`src/rtl/seg_display_scan.sv`:
```
// seg_display_scan
// Scans a multiplexed common-anode 7-segment display, one digit per refresh tick.
// The display value is converted from hex nibbles to segment patterns. Between
// digits, all anodes are held off for a dead-time gap so the previous digit's
// pattern does not ghost onto the next one.
//
// Ports
//   clk          system clock
//   rst          synchronous, active-high reset
//   tick         1-cycle refresh pulse that advances the scan to the next digit
//   value        4*NUM_DIGITS hex digits; value[3:0] is digit 0 (rightmost)
//   dp_in        decimal point per digit, 1 = lit
//   digit_en     per-digit enable, 0 = digit blanked
//   anode        digit select, polarity set by ACTIVE_LOW
//   cathode      [0]=CA..[6]=CG, [7]=DP, polarity set by ACTIVE_LOW
//   frame_start  1-cycle pulse when the digit 0 slot begins (shadow regs loaded)
//
// Optional feature
//   SEG_LZB_EN   when defined, leading zero digits of the frame are blanked
//                (digit 0 is never blanked, and a lit decimal point ends the run)

module seg_display_scan #(
    parameter int NUM_DIGITS  = 8,
    parameter int DEAD_CYCLES = 4,
    parameter int ACTIVE_LOW  = 1
) (
    input  logic                    clk,
    input  logic                    rst,
    input  logic                    tick,
    input  logic [4*NUM_DIGITS-1:0] value,
    input  logic [NUM_DIGITS-1:0]   dp_in,
    input  logic [NUM_DIGITS-1:0]   digit_en,
    output logic [NUM_DIGITS-1:0]   anode,
    output logic [7:0]              cathode,
    output logic                    frame_start
);

    localparam int IW = (NUM_DIGITS > 1) ? $clog2(NUM_DIGITS) : 1;
    localparam int CW = (DEAD_CYCLES > 0) ? $clog2(DEAD_CYCLES + 1) : 1;
    localparam logic [IW-1:0] LAST_IDX  = IW'(NUM_DIGITS - 1);
    localparam logic [CW-1:0] DEAD_LOAD = CW'(DEAD_CYCLES);
    localparam logic [NUM_DIGITS-1:0] ANODE_OFF = (ACTIVE_LOW != 0) ? {NUM_DIGITS{1'b1}} : '0;
    localparam logic [7:0]            CATH_OFF  = (ACTIVE_LOW != 0) ? 8'hFF : 8'h00;

    generate
        if (DEAD_CYCLES < 1) begin : g_badDeadCycles
            $error("seg_display_scan: DEAD_CYCLES must be at least 1");
        end
        if (NUM_DIGITS < 2 || NUM_DIGITS > 16) begin : g_badNumDigits
            $error("seg_display_scan: NUM_DIGITS must be in 2..16");
        end
    endgenerate

    typedef enum logic [1:0] {
        IDLE,
        DEAD,
        ON
    } state_t;

    state_t                  r_state;
    logic [IW-1:0]           r_idx;
    logic [CW-1:0]           r_deadCnt;
    logic [4*NUM_DIGITS-1:0] r_value;
    logic [NUM_DIGITS-1:0]   r_dp;
    logic [NUM_DIGITS-1:0]   r_en;

    logic                    w_load;
    logic [3:0]              w_nibble;
    logic                    w_dp;
    logic                    w_show;
    logic [6:0]              w_segs;
    logic [NUM_DIGITS-1:0]   w_anodeOn;
    logic [7:0]              w_cathodeOn;

`ifdef SEG_LZB_EN
    logic [NUM_DIGITS-1:0]   r_blank;
    logic [NUM_DIGITS-1:0]   w_lzbMask;
    logic                    w_lzbRun;

    // Walk down from the most significant digit while the nibbles are zero
    // and have no decimal point; those digits are blanked for the frame.
    // Digit 0 is excluded so a zero value still shows a single '0'.
    always_comb begin
        w_lzbMask = '0;
        w_lzbRun  = 1'b1;
        for (int i = NUM_DIGITS - 1; i >= 1; i--) begin
            if (w_lzbRun && (value[4*i +: 4] == 4'h0) && !dp_in[i]) begin
                w_lzbMask[i] = 1'b1;
            end else begin
                w_lzbRun = 1'b0;
            end
        end
    end

    assign w_show = r_en[r_idx] & ~r_blank[r_idx];
`else
    assign w_show = r_en[r_idx];
`endif

    // A new frame begins whenever the scan lands on digit 0: either leaving
    // IDLE or wrapping past the last digit. Inputs are captured only then.
    assign w_load = tick && ((r_state == IDLE) || ((r_state == ON) && (r_idx == LAST_IDX)));

    assign w_nibble = 4'(r_value >> {r_idx, 2'b00});
    assign w_dp     = r_dp[r_idx];

    // Active-high segment patterns, bit 0 = CA .. bit 6 = CG.
    always_comb begin
        w_segs = 7'h00;
        case (w_nibble)
            4'h0: w_segs = 7'h3F;
            4'h1: w_segs = 7'h06;
            4'h2: w_segs = 7'h5B;
            4'h3: w_segs = 7'h4F;
            4'h4: w_segs = 7'h66;
            4'h5: w_segs = 7'h6D;
            4'h6: w_segs = 7'h7D;
            4'h7: w_segs = 7'h07;
            4'h8: w_segs = 7'h7F;
            4'h9: w_segs = 7'h6F;
            4'hA: w_segs = 7'h77;
            4'hB: w_segs = 7'h7C;
            4'hC: w_segs = 7'h39;
            4'hD: w_segs = 7'h5E;
            4'hE: w_segs = 7'h79;
            4'hF: w_segs = 7'h71;
            default: w_segs = 7'h00;
        endcase
    end

    // XOR with the "off" pattern converts the active-high view to the board polarity.
    assign w_anodeOn   = w_show ? ((NUM_DIGITS'(1) << r_idx) ^ ANODE_OFF) : ANODE_OFF;
    assign w_cathodeOn = w_show ? ({w_dp, w_segs} ^ CATH_OFF) : CATH_OFF;

    // Scan FSM with registered outputs. The dead counter loads DEAD_CYCLES on
    // the tick and the ON slot starts after it reaches zero, so a tick in cycle
    // T shows the new digit at T+DEAD_CYCLES+2. Ticks during DEAD are ignored.
    always_ff @(posedge clk) begin
        if (rst) begin
            r_state     <= IDLE;
            r_idx       <= '0;
            r_deadCnt   <= '0;
            r_value     <= '0;
            r_dp        <= '0;
            r_en        <= '0;
            anode       <= ANODE_OFF;
            cathode     <= CATH_OFF;
            frame_start <= 1'b0;
`ifdef SEG_LZB_EN
            r_blank     <= '0;
`endif
        end else begin
            frame_start <= 1'b0;
            case (r_state)
                IDLE: begin
                    anode   <= ANODE_OFF;
                    cathode <= CATH_OFF;
                    if (tick) begin
                        r_state   <= DEAD;
                        r_idx     <= '0;
                        r_deadCnt <= DEAD_LOAD;
                    end
                end
                DEAD: begin
                    if (r_deadCnt == '0) begin
                        r_state <= ON;
                        anode   <= w_anodeOn;
                        cathode <= w_cathodeOn;
                    end else begin
                        r_deadCnt <= r_deadCnt - CW'(1);
                    end
                end
                ON: begin
                    if (tick) begin
                        r_state   <= DEAD;
                        r_deadCnt <= DEAD_LOAD;
                        anode     <= ANODE_OFF;
                        cathode   <= CATH_OFF;
                        r_idx     <= (r_idx == LAST_IDX) ? '0 : r_idx + IW'(1);
                    end
                end
                default: begin
                    r_state <= IDLE;
                    anode   <= ANODE_OFF;
                    cathode <= CATH_OFF;
                end
            endcase

            if (w_load) begin
                r_value     <= value;
                r_dp        <= dp_in;
                r_en        <= digit_en;
                frame_start <= 1'b1;
`ifdef SEG_LZB_EN
                r_blank     <= w_lzbMask;
`endif
            end
        end
    end

endmodule

```
`config.mk`:
```
export PLATFORM = sky130hd
export DESIGN_NAME = seg_display_scan
export DESIGN_NICKNAME = d
export VERILOG_FILES = /design/src/rtl/seg_display_scan.sv
export SDC_FILE = /design/constraint.sdc
export NUM_CORES = 1
export LEC_CHECK = 0
export BUFFER_PORTS_ARGS = -buffer_cell sky130_fd_sc_hd__buf_4
export CORE_MARGIN = 2
export CORE_UTILIZATION = 53
export DETAILED_ROUTE_END_ITERATION = 8
export PLACE_DENSITY = 0.77
export SYNTH_ARGS = -nofsm -noshare
export SYNTH_HDL_FRONTEND = slang
export SYNTH_SLANG_ARGS = --single-unit
```
`constraint.sdc`:
```
create_clock -name clk -period 3.3 [get_ports clk]
set_input_delay 0.66 -clock clk [delete_from_list [all_inputs] [get_ports clk]]
set_output_delay 0.66 -clock clk [all_outputs]
set_load 0.03 [all_outputs]
```
[Word-level counts from Yosys, hierarchy flattened]
Memories as Yosys holds them, arrays and structs flattened.
Index checks and enable logic that the tools add are counted.
Storage, ports and cells
  register bits after elaboration: 73
  bits in latches: 0
  RAM bits: 0
  bits in read-only memories: 112
  bits of input ports: 51
  output and inout bits: 17
  memories kept: 1
Memories
  (name not given): words 16, bits a word 7, rd ports 1, clocked after Yosys merged registers in 0, wr ports 0, RTL line 110  | case (w_nibble)
Operators by class
  add/subtract/negate cells: 2
  multiply operators: 0
  divide/modulo/power cells: 0
  $lt $le $gt $ge: 1
  equal/unequal tests: 8
  shift operators: 2
  mux-type cells: 22
  bitwise logic cells: 2
  reductions and logical operators: 12
Operators by type and width (number)
  $mux W8: 5
  $pmux W8 S2: 2
  $shr A32 B5 Y4: 1
  $not A8 Y8: 2
  $mux W3: 5
  $pmux W3 S2: 2
  $ne A2 B2 Y1 const B: 4
  $shl A1 B3 Y8 const A: 1
  $bmux W1 S3: 2
  $reduce_and A3 Y1: 2
  $lt A3 B4 Y1 const B: 1
  $mux W2: 2
  $pmux W2 S2: 1
  $reduce_and A2 Y1: 2
  $reduce_bool A2 Y1: 2
  $add A3 B1 Y3 const B: 1
  $eq A3 B3 Y1 const B: 1
  $logic_not A3 Y1: 1
  $mux W1: 3
  $sub A3 B1 Y3 const B: 1
  $eq A2 B1 Y1 const B: 1
  $eq A2 B2 Y1 const B: 1
  $logic_and A1 B1 Y1: 2
  $logic_not A2 Y1: 1
  other kinds (3): 3

[Logic depth before layout (Yosys ltp)]
Gate-level depths: netlist of run 1.
  depth after elaboration: 6
  gate-level depth with buffers: 9

[Worst setup path before layout of run 1]
Ideal clock, no wire load.
  path type: register -> register
  start: register r_idx[0]
  end: register cathode[6]
  library setup time: 0.133 ns
  arrival time: 2.458 ns
  data required time: 3.167 ns
  path slack: 0.709 ns
  stages on the path, launching flop included: 9
  period minus slack after synthesis: 2.591 ns
  path through: dfxtp_1 -> buf_6 -> mux4_1 -> mux2i_2 -> inv_1 -> ha_1 -> mux2_1 -> a221oi_1 -> o21ai_1
Between the ends
  cells in the longest elaborated chain, start to end: 6
  elaborated cells between the ends (all ways): 8
Ends and longest elaborated chain
  from (decl): RTL line 61  | logic [IW-1:0] r_idx;
  from (signal assigned): RTL line 179  | r_idx <= (r_idx == LAST_IDX) ? '0 : r_idx + IW'(1);
  $shr A32 B5 Y4: RTL line 104  | assign w_nibble = 4'(r_value >> {r_idx, 2'b00});
  $mem_v2 Z16 W7
  $not A8 Y8 (no line)
  $mux W8 *: RTL line 133  | assign w_cathodeOn = w_show ? ({w_dp, w_segs} ^ CATH_OFF) : CATH_OFF;
  $mux W8 *: RTL line 165  | if (r_deadCnt == '0) begin
  $pmux W8 S2 *: RTL line 154  | case (r_state)
  to (signal assigned): RTL line 168  | cathode <= w_cathodeOn;
  to (decl): RTL line 34  | output logic [7:0] cathode,
Every way passes the cells marked *; elsewhere a longest branch is shown, timed or not. The select of a mux whose other input is x is not followed.
A chain may end at the register's enable or synchronous reset.

[Worst setup path in the final report of run 1]
Ends and elaborated chain as after synthesis.

==> impl_metrics.tcl, run 1 <==
set metrics [dict create \
    clock_latency_ns 0.35 \
    drc_errors 0 \
    dieArea_mm2 0.00641 \
    netlist_top_cells_area "dfxtp_1 48%, a22o_1 14%, mux4_1 7.7%" \
    core_area_mm2 0.00554 \
    fin_nets 406 \
    crit_start "r_idx[0]$_SDFFE_PP0P_" \
    worstMarginPinSlew_ns 0.512 \
    synth.yosys.warnings 0 \
    postRouteWirelength_um 6420 \
    clk_pin_slew_ns 0.07 \
    multi_input_area_mm2 0.00148 \
    grt_pass1_vias 2207 \
    path_max_fanout 9 \
    yosysMostFrequentCell "dfxtp_1" \
    fin_skew_ns 0.00725 \
    yosysSeqAreaShare 0.477 \
    drtAntennaViolNets 0 \
    post_cts_buffers 0 \
    critical_path_class "reg2reg" \
    htreeDepth 3 \
    peakVddDrop_v 0.000316 \
    syn_nets 338 \
    synthArstFlopShare 0 \
    grt_first_pass_wirelength_um 10600 \
    rsz0062_at_grt "no" \
    dp_hpwl_um 4600 \
    grt_usage 0.214 \
    routed.top_layer "met4" \
    end_kind "register" \
    r2r_slack_ns 0.45 \
    syn_area_mm2 0.00306 \
    ys_seq_elements 73 \
    io_buffer_count 67 \
    numCtsBuffers 9 \
    drtPass1Iterations 4 \
    hold_path.class "reg2reg" \
    syn_inst 273 \
    crit_required_ns 3.51 \
    synth_commonest_cells "73 x dfxtp_1, 48 x a22o_1, 19 x nand2_1" \
    critPathArrivalTime_ns 3.06 \
    synth_cell_types 37 \
    dr_wl_met2_um 3000 \
    wl_met1_um 2930 \
    synth_edf_count 0 \
    num_vias 2358 \
    routed_via_density 5.64 \
    drtIter0Drc 116 \
    ctsResizeCount 0 \
    grt_overflow 0 \
    initial_utilization 0.553 \
    cts_tree "yes" \
    regArea_mm2 0.00146 \
    die_width_um 80.0 \
    drive_gt1_frac 0.277 \
    maxCapViolCount 0 \
    period_minus_slack_ns 2.85 \
    powerDensity_mw_per_mm2 483 \
    reg2reg_depth 7 \
    slew_violations 0 \
    n_antenna_cell 0 \
    max_stage_delay_ns 0.61 \
    numClockSinks 73 \
    hold_viol_final 0 \
    fin_tns_setup_ns 0 \
    p_leak_nw 1.67 \
    fin_util 0.688 \
    power.total_mw 1.84 \
    timing.rr.start "r_idx[0]$_SDFFE_PP0P_" \
    die_h_um 80.0 \
    cts_root_buffer "clkbuf_8" \
    final.fill_count 430 \
    routed_wire_length_per_instance_um 15.3 \
    yosys.area.top_type "dfxtp_1" \
    timing.hold.ws_ns 0.480 \
    routed-wl-met3_um 412 \
    syn_area_per_cell_um2 11.2 \
    grt_start_max_net_pins 50 \
    critPathSlowestCell "mux4_1" \
    postCtsHoldBufs 0 \
    clock.fmax_mhz 351 \
    setup-violations-final 0 \
    slew_headroom 0.649 \
    period_share 0.864 \
    area_growth_pct 24.5 \
    critical_path.cell_chain "mux4_1 -> mux2i_1 -> inv_1 -> ha_1 -> mux2_1 -> a221oi_1 -> o21ai_1" \
    synth_ff_type "dfxtp_1" \
    gp_congestion 0.855 \
    antenna_found_initial 0 \
    yosysTopAreaCellShare 0.477 \
    io_pins 68 \
    crit_end "cathode[6]$_SDFFE_PP1P_" \
    startpoint_type "register" \
    status "completed" \
    reg2reg_to "cathode[6]$_SDFFE_PP1P_" \
    rows 27 \
    cts_max_path_buffers 2 \
]
[through the flow]
stage          worst slack [ns]  instance area [um^2]  instances
2_1_floorplan             0.709                  3060        273
3_3_place_gp              0.633                  3640        402
3_5_place_dp              0.454                  3640        402
4_1_cts                   0.444                  3810        418
5_1_grt                   0.238                  3810        418
6_report                  0.450                  3810        418
[sequential cells by signal, summed over array words and instances, names as in the netlist, 2 cells and up]
| signal | flops |
|---|---|
| r_value | 32 |
| cathode | 8 |
| r_dp | 8 |
| r_state | 2 |
| r_deadCnt | 3 |
| r_en | 8 |
| anode | 8 |
| r_idx | 3 |
[power by group]
group / total, mW / internal, mW / switching (mW)
sequential: 0.964 / 0.932 / 0.0323
combinational: 0.252 / 0.134 / 0.119
clock: 0.624 / 0.314 / 0.310
[final cells by class]
class,count,area share
Inverter,15,0.0148
Multi-Input combinational cell,168,0.387
Sequential cell,73,0.383
Clock inverter,2,0.00328
Tap cell,72,0.0236
Clock buffer,14,0.0427
Timing Repair Buffer,74,0.146
[worst max-delay path, delay by kind of cell (launching register included)]
kind / cells / cell delay, ns
AOI/OAI and AO/OA: 2 / 0.37
adders and majority gates: 1 / 0.25
buffers and inverters: 1 / 0.16
DFF: 1 / 0.59
muxes: 3 / 1.34
[per-layer routing]
layer	track usage	vias to the layer above
met2	0.334	84
met1	0.288	1103
met3	0.0430	9
met5	0	-
met4	0.0915	0
li1	-	1162
[cell families (layout without fill, tap and decap cells)]
logic type / Yosys count / after routing / share of synthesized area
buffers and inverters: 32 / 105 / 0.0441
adders and majority gates: 14 / 14 / 0.0572
and+or+nand+nor: 51 / 51 / 0.0755
muxes: 23 / 23 / 0.141
xor gates and xnor gates: 1 / 1 / 0.00286
DFF: 73 / 73 / 0.477
AOI/OAI and AO/OA: 79 / 79 / 0.202
[cells in the final DEF, fill, tap and decap left out, types with 9 or more instances in the layout]
cell type  Yosys  final
buf_4          1     74
ha_1          14     14
a22o_1        48     48
o22ai_1        9      9
nor2_1        15     14
clkbuf_8       0     11
inv_1         14     14
mux4_1         9      9
dfxtp_1       73     73
nand2_1       19     19
[how the worst min path moves through the flow]
stage | from | endpoint | slack [ns] | depth (start not counted)
2_1_floorplan | r_dp[1]$_SDFFE_PP0P_ | r_dp[1]$_SDFFE_PP0P_ | 0.44 | 1
6_report | r_dp[0]$_SDFFE_PP0P_ | r_dp[0]$_SDFFE_PP0P_ | 0.48 | 1
5_1_grt | r_dp[5]$_SDFFE_PP0P_ | r_dp[5]$_SDFFE_PP0P_ | 0.49 | 1
3_3_place_gp | r_dp[2]$_SDFFE_PP0P_ | r_dp[2]$_SDFFE_PP0P_ | 0.45 | 1
4_1_cts | r_dp[5]$_SDFFE_PP0P_ | r_dp[5]$_SDFFE_PP0P_ | 0.48 | 1
3_5_place_dp | r_dp[2]$_SDFFE_PP0P_ | r_dp[2]$_SDFFE_PP0P_ | 0.46 | 1
(Power assumes the default switching activity.)
==> run 2: changes to the inputs <==
- ABC_AREA: default -> 1
- CORE_UTILIZATION: 53 -> 55
- PLACE_DENSITY: 0.77 -> 0.78
==> run 2 against run 1 <==
Critical path depth up 1. Cell count grew 50%. Global-route usage up 2.3 points. Die area increased by 11%. Power rose by 16%. Core utilization fell by 1.2 points. Worst setup slack better by 0.42 ns. Critical endpoint is now r_value[20]$_SDFFE_PP0P_.
==> impl_metrics.tcl, run 2 <==
set metrics [dict create \
    startpoint_type "register" \
    cts_tree "yes" \
    fin_nets 612 \
    synth.yosys.warnings 0 \
    final_common_cell "nand2_1" \
    final.fill_count 559 \
    io_buffer_count 67 \
    cts_max_path_buffers 2 \
    critPathSlowestCell "nand2_1" \
    critical_path.cell_chain "buf_4 -> ha_1 -> ha_1 -> inv_1 -> a21oi_2 -> inv_2 -> nand2_1 -> o21ai_0" \
    routed_wire_length_per_instance_um 12.6 \
    setup-violations-final 0 \
    syn_area_per_cell_um2 7.28 \
    postCtsHoldBufs 0 \
    area_growth_pct 19.7 \
    netlist_top_cells_area "dfxtp_1 41%, nand2_1 17%, nand3_1 6.8%" \
    postRouteWirelength_um 7930 \
    rsz0062_at_grt "no" \
    maxCapViolCount 0 \
    syn_area_mm2 0.00355 \
    critical_path_class "reg2reg" \
    period_share 0.737 \
    grt_start_max_net_pins 50 \
    grt_first_pass_wirelength_um 13700 \
    top_register "r_value" \
    routed_via_density 5.12 \
    yosysSeqAreaShare 0.412 \
    fin_skew_ns 0.0104 \
    grt_usage 0.237 \
    p_leak_nw 1.99 \
    synthArstFlopShare 0 \
    initial_utilization 0.565 \
    drtPass1Iterations 4 \
    dp_hpwl_um 5550 \
    core_area_mm2 0.00628 \
    status "completed" \
    die_h_um 84.3 \
    yosysTopAreaCellShare 0.412 \
    gp_congestion 0.890 \
    fin_tns_setup_ns 0 \
    clock.fmax_mhz 411 \
    grt_overflow 0 \
    grt_pass1_vias 3149 \
    period_minus_slack_ns 2.43 \
    r2r_slack_ns 0.87 \
    drtAntennaViolNets 0 \
    n_antenna_cell 0 \
    num_vias 3222 \
    synth_commonest_cells "165 x nand2_1, 73 x dfxtp_1, 48 x nand3_1" \
    crit_required_ns 3.54 \
    synth_cell_types 34 \
    drtIter0Drc 133 \
    hold_path.class "reg2reg" \
    dieArea_mm2 0.00711 \
    largest_reg_flops 32 \
    peakVddDrop_v 0.000399 \
    yosys.area.top_type "dfxtp_1" \
    synth_ff_type "dfxtp_1" \
    slew_violations 0 \
    max_stage_delay_ns 0.55 \
    hold_viol_final 0 \
    drc_errors 0 \
    numClockSinks 73 \
    worstMarginPinSlew_ns 0.736 \
    io_pins 68 \
    synth_edf_count 0 \
    post_cts_buffers 0 \
    powerDensity_mw_per_mm2 501 \
    syn_nets 552 \
    clk_pin_slew_ns 0.07 \
    die_width_um 84.3 \
    numCtsBuffers 9 \
    yosysMostFrequentCell "nand2_1" \
    clock_latency_ns 0.35 \
    final_cell_mix "165 x nand2_1, 73 x dfxtp_1, 72 x buf_4" \
    syn_inst 487 \
    ys_seq_elements 73 \
    path_max_fanout 26 \
    antenna_found_initial 0 \
    end_kind "register" \
    slew_headroom 0.508 \
    critPathArrivalTime_ns 2.68 \
    crit_path_frequent_cell "ha_1" \
    timing.hold.ws_ns 0.463 \
    htreeDepth 3 \
    ctsResizeCount 0 \
    drive_gt1_frac 0.221 \
    cts_root_buffer "clkbuf_8" \
    rows 29 \
]
[run 2: cell types whose count changed after synthesis, moves of 7 or more]
| cell | delta |
|---|---|
| a22o_1 | -48 |
| nand3_1 | +46 |
| mux4_1 | -9 |
| o21ai_0 | +39 |
| inv_1 | +26 |
| mux2i_1 | -7 |
| inv_2 | +7 |
| nand2_1 | +146 |
| o22ai_1 | -8 |
| a21oi_1 | +19 |
| nand2_2 | +8 |
[run 2: per-stage QoR]
| step | worst slack, ns | total power [mW] | instances | cell area (um^2) | utilization |
|---|---|---|---|---|---|
| 2_1_floorplan | 1.51 | 1.26 | 487 | 3550 | - |
| 3_3_place_gp | 0.971 | 1.36 | 613 | 4030 | 0.641 |
| 3_5_place_dp | 0.854 | 1.37 | 613 | 4030 | 0.641 |
| 4_1_cts | 0.857 | 2.14 | 629 | 4250 | 0.676 |
| 5_1_grt | 0.673 | 2.24 | 629 | 4250 | 0.676 |
| 6_report | 0.867 | 2.13 | 629 | 4250 | 0.676 |
[run 2: layout make-up]
| type | count | area (um^2) | share of cell area |
|---|---|---|---|
| Multi-Input combinational cell | 340 | 1730 | 0.407 |
| Sequential cell | 73 | 1460 | 0.344 |
| Timing Repair Buffer | 72 | 541 | 0.127 |
| Inverter | 51 | 199 | 0.0469 |
| Clock buffer | 11 | 141 | 0.0333 |
| Tap cell | 77 | 96.3 | 0.0227 |
| Clock inverter | 5 | 78.8 | 0.0186 |
[run 2: metal layers]
| metal | share of wire | track usage | vias to the layer above |
|---|---|---|---|
| li1 | - | - | 1675 |
| met1 | 0.44 | 0.282 | 1469 |
| met2 | 0.51 | 0.416 | 66 |
| met3 | 0.041 | 0.0482 | 12 |
| met4 | 0.017 | 0.0953 | 0 |
| met5 | 0 | 0 | - |
[run 2: kinds of logic (layout without fill, tap and decap cells)]
kind of cell / after synthesis / after routing / synth area share
DFF: 73 / 73 / 0.412
and+or+nand+nor: 247 / 247 / 0.315
AOI/OAI and AO/OA: 79 / 79 / 0.123
adders and majority gates: 14 / 14 / 0.0494
buffers and inverters: 74 / 139 / 0.101
[run 2: worst paths after layout]
check                            startpoint                         to  cells past startpoint
hold / removal    r_deadCnt[0]$_SDFFE_PP0P_  r_deadCnt[0]$_SDFFE_PP0P_                      1
hold reg to reg   r_deadCnt[0]$_SDFFE_PP0P_  r_deadCnt[0]$_SDFFE_PP0P_                      1
setup / recovery      r_idx[1]$_SDFFE_PP0P_   r_value[20]$_SDFFE_PP0P_                      8
setup reg to reg      r_idx[1]$_SDFFE_PP0P_   r_value[20]$_SDFFE_PP0P_                      8
[run 2: critical path, delay by kind of cell (launching register included)]
family	cells	cell delay, ns
AOI/OAI and AO/OA	2	0.44
buffers and inverters	3	0.62
adders and majority gates	2	0.41
DFF	1	0.30
and+or+nand+nor	1	0.55
[run 2: report_power, final]
| part | internal (mW) | total [mW] | switching, mW |
|---|---|---|---|
| Combinational | 0.144 | 0.380 | 0.236 |
| Sequential | 0.943 | 0.970 | 0.0274 |
| Clock | 0.446 | 0.776 | 0.330 |
| Total | 1.53 | 2.13 | 0.594 |
